[src/rtl/mult_div_unit.sv]
// Iterative signed multiply / divide unit: one shift-add or restoring-subtract
// step per clock on operand magnitudes, with sign correction in the DONE state.
module mult_div_unit #(
   parameter int unsigned WIDTH = 32
) (
   input  logic             clock,
   input  logic             ctrl_reset,
   input  logic [WIDTH-1:0] data_operandA,
   input  logic [WIDTH-1:0] data_operandB,
   input  logic             ctrl_MULT,
   input  logic             ctrl_DIV,
   output logic [WIDTH-1:0] data_result,
   output logic             data_exception,
   output logic             data_resultRDY
);

   localparam int unsigned CW = $clog2(WIDTH + 1);
   localparam int unsigned DW = 2 * WIDTH;
   localparam int unsigned PW = 2 * WIDTH + 1;

   typedef enum logic [1:0] {
      IDLE,
      MUL,
      DIV,
      DONE
   } state_t;

   state_t           state;
   logic             is_mul;
   logic             neg;
   logic             div_zero;
   logic [WIDTH-1:0] opnd;
   logic [PW-1:0]    acc;
   logic [CW-1:0]    cnt;

   logic [WIDTH-1:0] mag_a;
   logic [WIDTH-1:0] mag_b;
   logic [WIDTH:0]   add_sum;
   logic [WIDTH:0]   shifted;
   logic [WIDTH+1:0] diff;
   logic [PW-1:0]    acc_next;
   logic [DW-1:0]    prod_s;
   logic [WIDTH-1:0] quo_s;
   logic [WIDTH-1:0] res_c;
   logic             exc_c;

   // acc holds {hi, multiplier} for MUL and {remainder, dividend/quotient} for DIV
   always_comb begin
      mag_a    = data_operandA[WIDTH-1] ? WIDTH'(0) - data_operandA : data_operandA;
      mag_b    = data_operandB[WIDTH-1] ? WIDTH'(0) - data_operandB : data_operandB;
      add_sum  = acc[PW-1:WIDTH] + (acc[0] ? {1'b0, opnd} : '0);
      shifted  = acc[DW-1:WIDTH-1];
      diff     = {1'b0, shifted} - {2'b00, opnd};
      acc_next = acc;
      if (is_mul) begin
         acc_next = {1'b0, add_sum, acc[WIDTH-1:1]};
      end else if (diff[WIDTH+1]) begin
         acc_next = {shifted, acc[WIDTH-2:0], 1'b0};
      end else begin
         acc_next = {diff[WIDTH:0], acc[WIDTH-2:0], 1'b1};
      end
   end

   // Sign correction and exception detection applied to the finished magnitude
   always_comb begin
      prod_s = neg ? DW'(0) - acc[DW-1:0] : acc[DW-1:0];
      quo_s  = neg ? WIDTH'(0) - acc[WIDTH-1:0] : acc[WIDTH-1:0];
      res_c  = '0;
      exc_c  = 1'b0;
      if (is_mul) begin
         res_c = prod_s[WIDTH-1:0];
         exc_c = prod_s[DW-1:WIDTH] != {WIDTH{prod_s[WIDTH-1]}};
      end else if (div_zero) begin
         res_c = '0;
         exc_c = 1'b1;
      end else begin
         res_c = quo_s;
         exc_c = !neg && acc[WIDTH-1];
      end
   end

   // Control FSM; a start pulse in any state aborts and restarts
   always_ff @(posedge clock) begin
      if (!ctrl_reset) begin
         state          <= IDLE;
         is_mul         <= 1'b0;
         neg            <= 1'b0;
         div_zero       <= 1'b0;
         opnd           <= '0;
         acc            <= '0;
         cnt            <= '0;
         data_result    <= '0;
         data_exception <= 1'b0;
         data_resultRDY <= 1'b0;
      end else begin
         data_resultRDY <= 1'b0;
         if (ctrl_MULT || ctrl_DIV) begin
            is_mul   <= ctrl_MULT;
            neg      <= data_operandA[WIDTH-1] ^ data_operandB[WIDTH-1];
            div_zero <= !ctrl_MULT && (data_operandB == '0);
            opnd     <= ctrl_MULT ? mag_a : mag_b;
            acc      <= PW'(ctrl_MULT ? mag_b : mag_a);
            cnt      <= '0;
            state    <= ctrl_MULT ? MUL : DIV;
         end else begin
            case (state)
               MUL, DIV: begin
                  acc <= acc_next;
                  cnt <= cnt + CW'(1);
                  if (cnt == CW'(WIDTH - 1)) begin
                     state <= DONE;
                  end
               end
               DONE: begin
                  data_result    <= res_c;
                  data_exception <= exc_c;
                  data_resultRDY <= 1'b1;
                  state          <= IDLE;
               end
               default: state <= IDLE;
            endcase
         end
      end
   end

endmodule

[config.mk]
export PLATFORM = sky130hd
export DESIGN_NAME = mult_div_unit
export DESIGN_NICKNAME = d
export VERILOG_FILES = /design/src/rtl/mult_div_unit.sv
export SDC_FILE = /design/constraint.sdc
export NUM_CORES = 1
export LEC_CHECK = 0
export ABC_AREA = 1
export CORE_UTILIZATION = 35
export DETAILED_ROUTE_END_ITERATION = 10
export GPL_TIMING_DRIVEN = 1
export SYNTH_ARGS = -nofsm -noshare
export SYNTH_HDL_FRONTEND = slang
export SYNTH_SLANG_ARGS = --single-unit
[constraint.sdc]
create_clock -name clock -period 2.7 [get_ports clock]
set_input_delay 0.405 -clock clock [delete_from_list [all_inputs] [get_ports clock]]
set_output_delay 0.405 -clock clock [all_outputs]
set_load 0.01 [all_outputs]
==> run_results.csv <==
group,metric,value,unit
global_routing,met2_usage,53.0,%
logic_synthesis,synthFlopType,"dfxtp_1",
cells_and_area,fin_area,20300,sq um
cells_and_area,layout_commonest_cell,"nand2_1",
global_routing,antenna_found_initial,1,
place,placed_cells,3371,
worst_setup_path,cp_max_fo,8,
worst_setup_path,rr_endpoint,"data_exception$_SDFFE_PN0P_",
logic_synthesis,avgSynthCellArea,5.84,sq um
die,die_x,208,um
worst_setup_path,reg2regPathDepth,19,
place,place_ws,-0.436,ns
outcome,status,"finished, violations left",
worst_setup_path,worstSetupPathType,"flop to flop",
global_routing,gr-usage-met3,4.37,%
clock_tree,clkSlewWorstSetupHoldPaths,0.08,ns
timing,clock.fmax,0.365,GHz
worst_setup_path,critPathLaunchType,"flop",
cells_and_area,final_cell_mix,"nand2_1 (642), inv_1 (317), buf_4 (301)",
worst_setup_path,cp_cell_sequence,"clkbuf_16 > buf_8 > inv_6 > ha_4 > nand3_4 > nor2_8 > nand3_4 > o21ai_4 > nand2_1 > nand2_1 > nand2_1 > nand2_2 > nand2_1 > nor2_1 > nand3_1 > nor2_1 > nand3_1 > nand2_1 > a21oi_2",
pwr,combinationalPowerShare,39.2,%
worst_setup_path,critPathArrivalTime,3.09,ns
cells_and_area,finalNetCount,3029,
logic_synthesis,synth_nets,2675,
routing,drc,0,
hold_path,min_path_type,"flop to flop",
pwr,power_density,387,nW/um^2
cells_and_area,fillers,4323,
routing,first_iter_violations,1762,
pwr,power_frac_clock,30.7,%
worst_setup_path,r2r-start,"acc[0]$_SDFFE_PN0P_",
worst_setup_path,worstPathRequired,3.04,ns
place,portBuffers,101,
global_routing,grt_pass1_vias,17758,
cells_and_area,area_delta_synth_final,37.4,%
timing,setup_slack,-0.0427,ns
clock_tree,cts_sinks,142,
die,row_count,74,
cells_and_area,finalNonFillerCells,3434,
hold_path,holdPathStages,1,
global_routing,grt_max_degree,76,
routing,via_per_inst,5.43,
pwr,cellLeakagePower,9.47,nW
global_routing,top_usage_layer,"met2",
job,max_cap_viol_count,0,
die,dieHeight,208,um
routing,vias,18638,
timing,min_period,2.74,ns
die,die_area,43100,sq um
worst_setup_path,crit_top_cell,"nand2_1",
cells_and_area,regArea,2870,sq um
pwr,switching_power,3.19,mW
clock_tree,tritoncts,"built",
logic_synthesis,ys_seq_elements,142,
clock_tree,holdBufCountCts,0,
clock_tree,cts-buffers-inserted,17,
logic_synthesis,synth_top_area_share,19.2,%
pwr,swShare,40.6,%
clock_tree,insertion_delay,0.47,ns
pwr,vdd_drop_max,0.442,mV
cells_and_area,diodes,0,
die,start_util,35.9,%
timing,worst_slew_pin_slew,0.772,ns
routing,dr.pass1.iters,7,
logic_synthesis,yosysSeqAreaShare,19.2,%
timing,max_slew_margin,48.5,%
clock_tree,clk_path_buf_depth,2,
clock_tree,clock-root-buffer,"clkbuf_16",
die,coreArea,41300,sq um
logic_synthesis,yosys.area.top_type,"dfxtp_1",
global_routing,track_usage,32.3,%
worst_setup_path,cpPeakStageDelay,0.39,ns
logic_synthesis,ys_async_sr_fraction,0,%
logic_synthesis,synth_area,14800,sq um
logic_synthesis,synth_area_leaders,"dfxtp_1 (19%), nand2_1 (17%), inv_1 (8.4%), nor2_1 (7.5%), a21oi_1 (7.3%)",
clock_tree,htree_levels,4,
outcome,violations,"setup timing",
global_routing,grt_pass1_wl,106000,um
timing,hold_viol_final,0,
place,post_dp_cell_area,18400,sq um
logic_synthesis,yosys_warnings,0,
pwr,internal_power,4.68,mW
cells_and_area,drive_gt1_share,22.0,%
routing,ant_nets,0,
logic_synthesis,netlist_instances,2536,
cells_and_area,multi_input_area,11300,sq um
timing,slew_viol_final,0,
hold_path,min_from,"cnt[5]$_SDFFE_PP0P_",
timing,min_period_over_period,102,%
global_routing,met1_usage,41.6,%
worst_setup_path,cp-end-kind,"flop",
timing,setup_viol,1,
worst_setup_path,ff2ff_setup_slack,-0.04,ns
pwr,seq_power_share,30.0,%
logic_synthesis,synth_cell_type_count,54,
worst_setup_path,cp_slowest_cell,"dfxtp_4",
timing,rsz0062_at_grt,"true",
die,io_pins,102,
pwr,total_power,7.87,mW
routing,wire_per_inst,20.8,um
global_routing,gr-total-overflow,0,
place,post-dp-hpwl,57600,um
logic_synthesis,synth_edf_count,0,
routing,drt-total-wl,71300,um
place,place_congestion,1.04,
timing,skew,0.0235,ns
hold_path,hold_end,"cnt[5]$_SDFFE_PP0P_",
[worst max path at each step]
stage | start | end | slack [ns] | depth (start not counted)
2_1_floorplan | acc[0]$_SDFFE_PN0P_ | acc[49]$_SDFFE_PN0P_ | 0.15 | 16
3_3_place_gp | data_operandB[0] | acc[30]$_SDFFE_PN0P_ | -0.40 | 15
3_5_place_dp | data_operandB[0] | acc[30]$_SDFFE_PN0P_ | -0.44 | 15
4_1_cts | acc[0]$_SDFFE_PN0P_ | acc[62]$_SDFFE_PN0P_ | -0.002 | 17
5_1_grt | acc[0]$_SDFFE_PN0P_ | data_exception$_SDFFE_PN0P_ | -0.13 | 19
6_report | acc[0]$_SDFFE_PN0P_ | data_exception$_SDFFE_PN0P_ | -0.04 | 19
[cells in the mapped netlist (5+ instances only)]
cell type	n
inv_2	16
o21ai_0	148
or2_2	8
nand3b_1	8
nor3_1	18
buf_2	10
a21o_1	13
nor2_4	5
inv_1	332
o21a_1	5
a22oi_1	8
o21ai_1	12
o21bai_1	16
dfxtp_1	142
nor2_2	8
buf_1	6
a21oi_1	215
nand3_1	154
xor2_1	64
a31oi_1	18
o221ai_1	13
a211oi_1	10
ha_1	69
a32oi_1	5
nand2_2	12
nand2_1	681
o211ai_1	32
clkbuf_1	67
nor2_1	296
nor4_1	5
xnor2_1	36
o2111ai_1	24
nand4_1	29
[flip-flops by register name, summed over array words and instances (netlist names)]
register	flops
neg	1
cnt	6
data_result	32
div_zero	1
is_mul	1
data_resultRDY	1
opnd	32
data_exception	1
acc	65
state	2
[metal layers]
metal | up-vias | wire, um
met4 | 0 | 3710
met2 | 744 | 32600
met3 | 155 | 4480
met1 | 8705 | 30500
met5 | - | 0
li1 | 9034 | -
[stage by stage]
stage               hold WS (ns)  utilization [%]  setup TNS, ns
CTS                        0.461             46.3       -0.00248
global route               0.488             49.3         -0.553
detailed placement         0.455             44.5          -6.60
global placement           0.446             44.5          -6.13
finish                     0.456             49.3        -0.0427
floorplan                  0.423                -              0
[power by group through the flow]
stage	sequential (mW)	combinational [mW]	clock (mW)
CTS	2.35	2.85	2.44
global route	2.37	3.36	2.52
global placement	2.40	2.81	0
detailed placement	2.40	2.81	0
finish	2.36	3.09	2.42
floorplan	2.34	1.67	0
[area by class of cell]
| cell class | count | share of cell area, % |
|---|---|---|
| inverters | 349 | 6.55 |
| clock inverters | 11 | 0.535 |
| well taps | 532 | 3.27 |
| multi-input cells | 1959 | 55.7 |
| flip-flops and latches | 142 | 14.1 |
| repair inverters | 1 | 0.0430 |
| clock buffers | 20 | 2.24 |
| repair buffers | 420 | 17.5 |
[cells by family after synthesis]
logic type               after synthesis  synth area share (%)
AND/OR/NAND/NOR                     1240                  35.4
adder cells (fa/ha/maj)               71                  6.10
flip-flops                           142                  19.2
XOR/XNOR                             100                  5.92
AO/OA/AOI/OAI                        547                  22.1
buffers and inverters                436                  11.4
[worst max-delay path: cells and delay by family (launching register included)]
family | cells | cell delay, ns
AND/OR/NAND/NOR | 13 | 1.41
buffers and inverters | 3 | 0.35
AO/OA/AOI/OAI | 2 | 0.32
adder cells (fa/ha/maj) | 1 | 0.13
flip-flops | 1 | 0.39
[what timing repair did]
item                                    CTS  global route
gates cloned                              0             4
gates resized for setup                  34           252
pin swaps                                 5            84
setup buffers                             2            27
endpoints found under the setup margin   32            37
No activity file was read; power rests on OpenSTA's default activity.
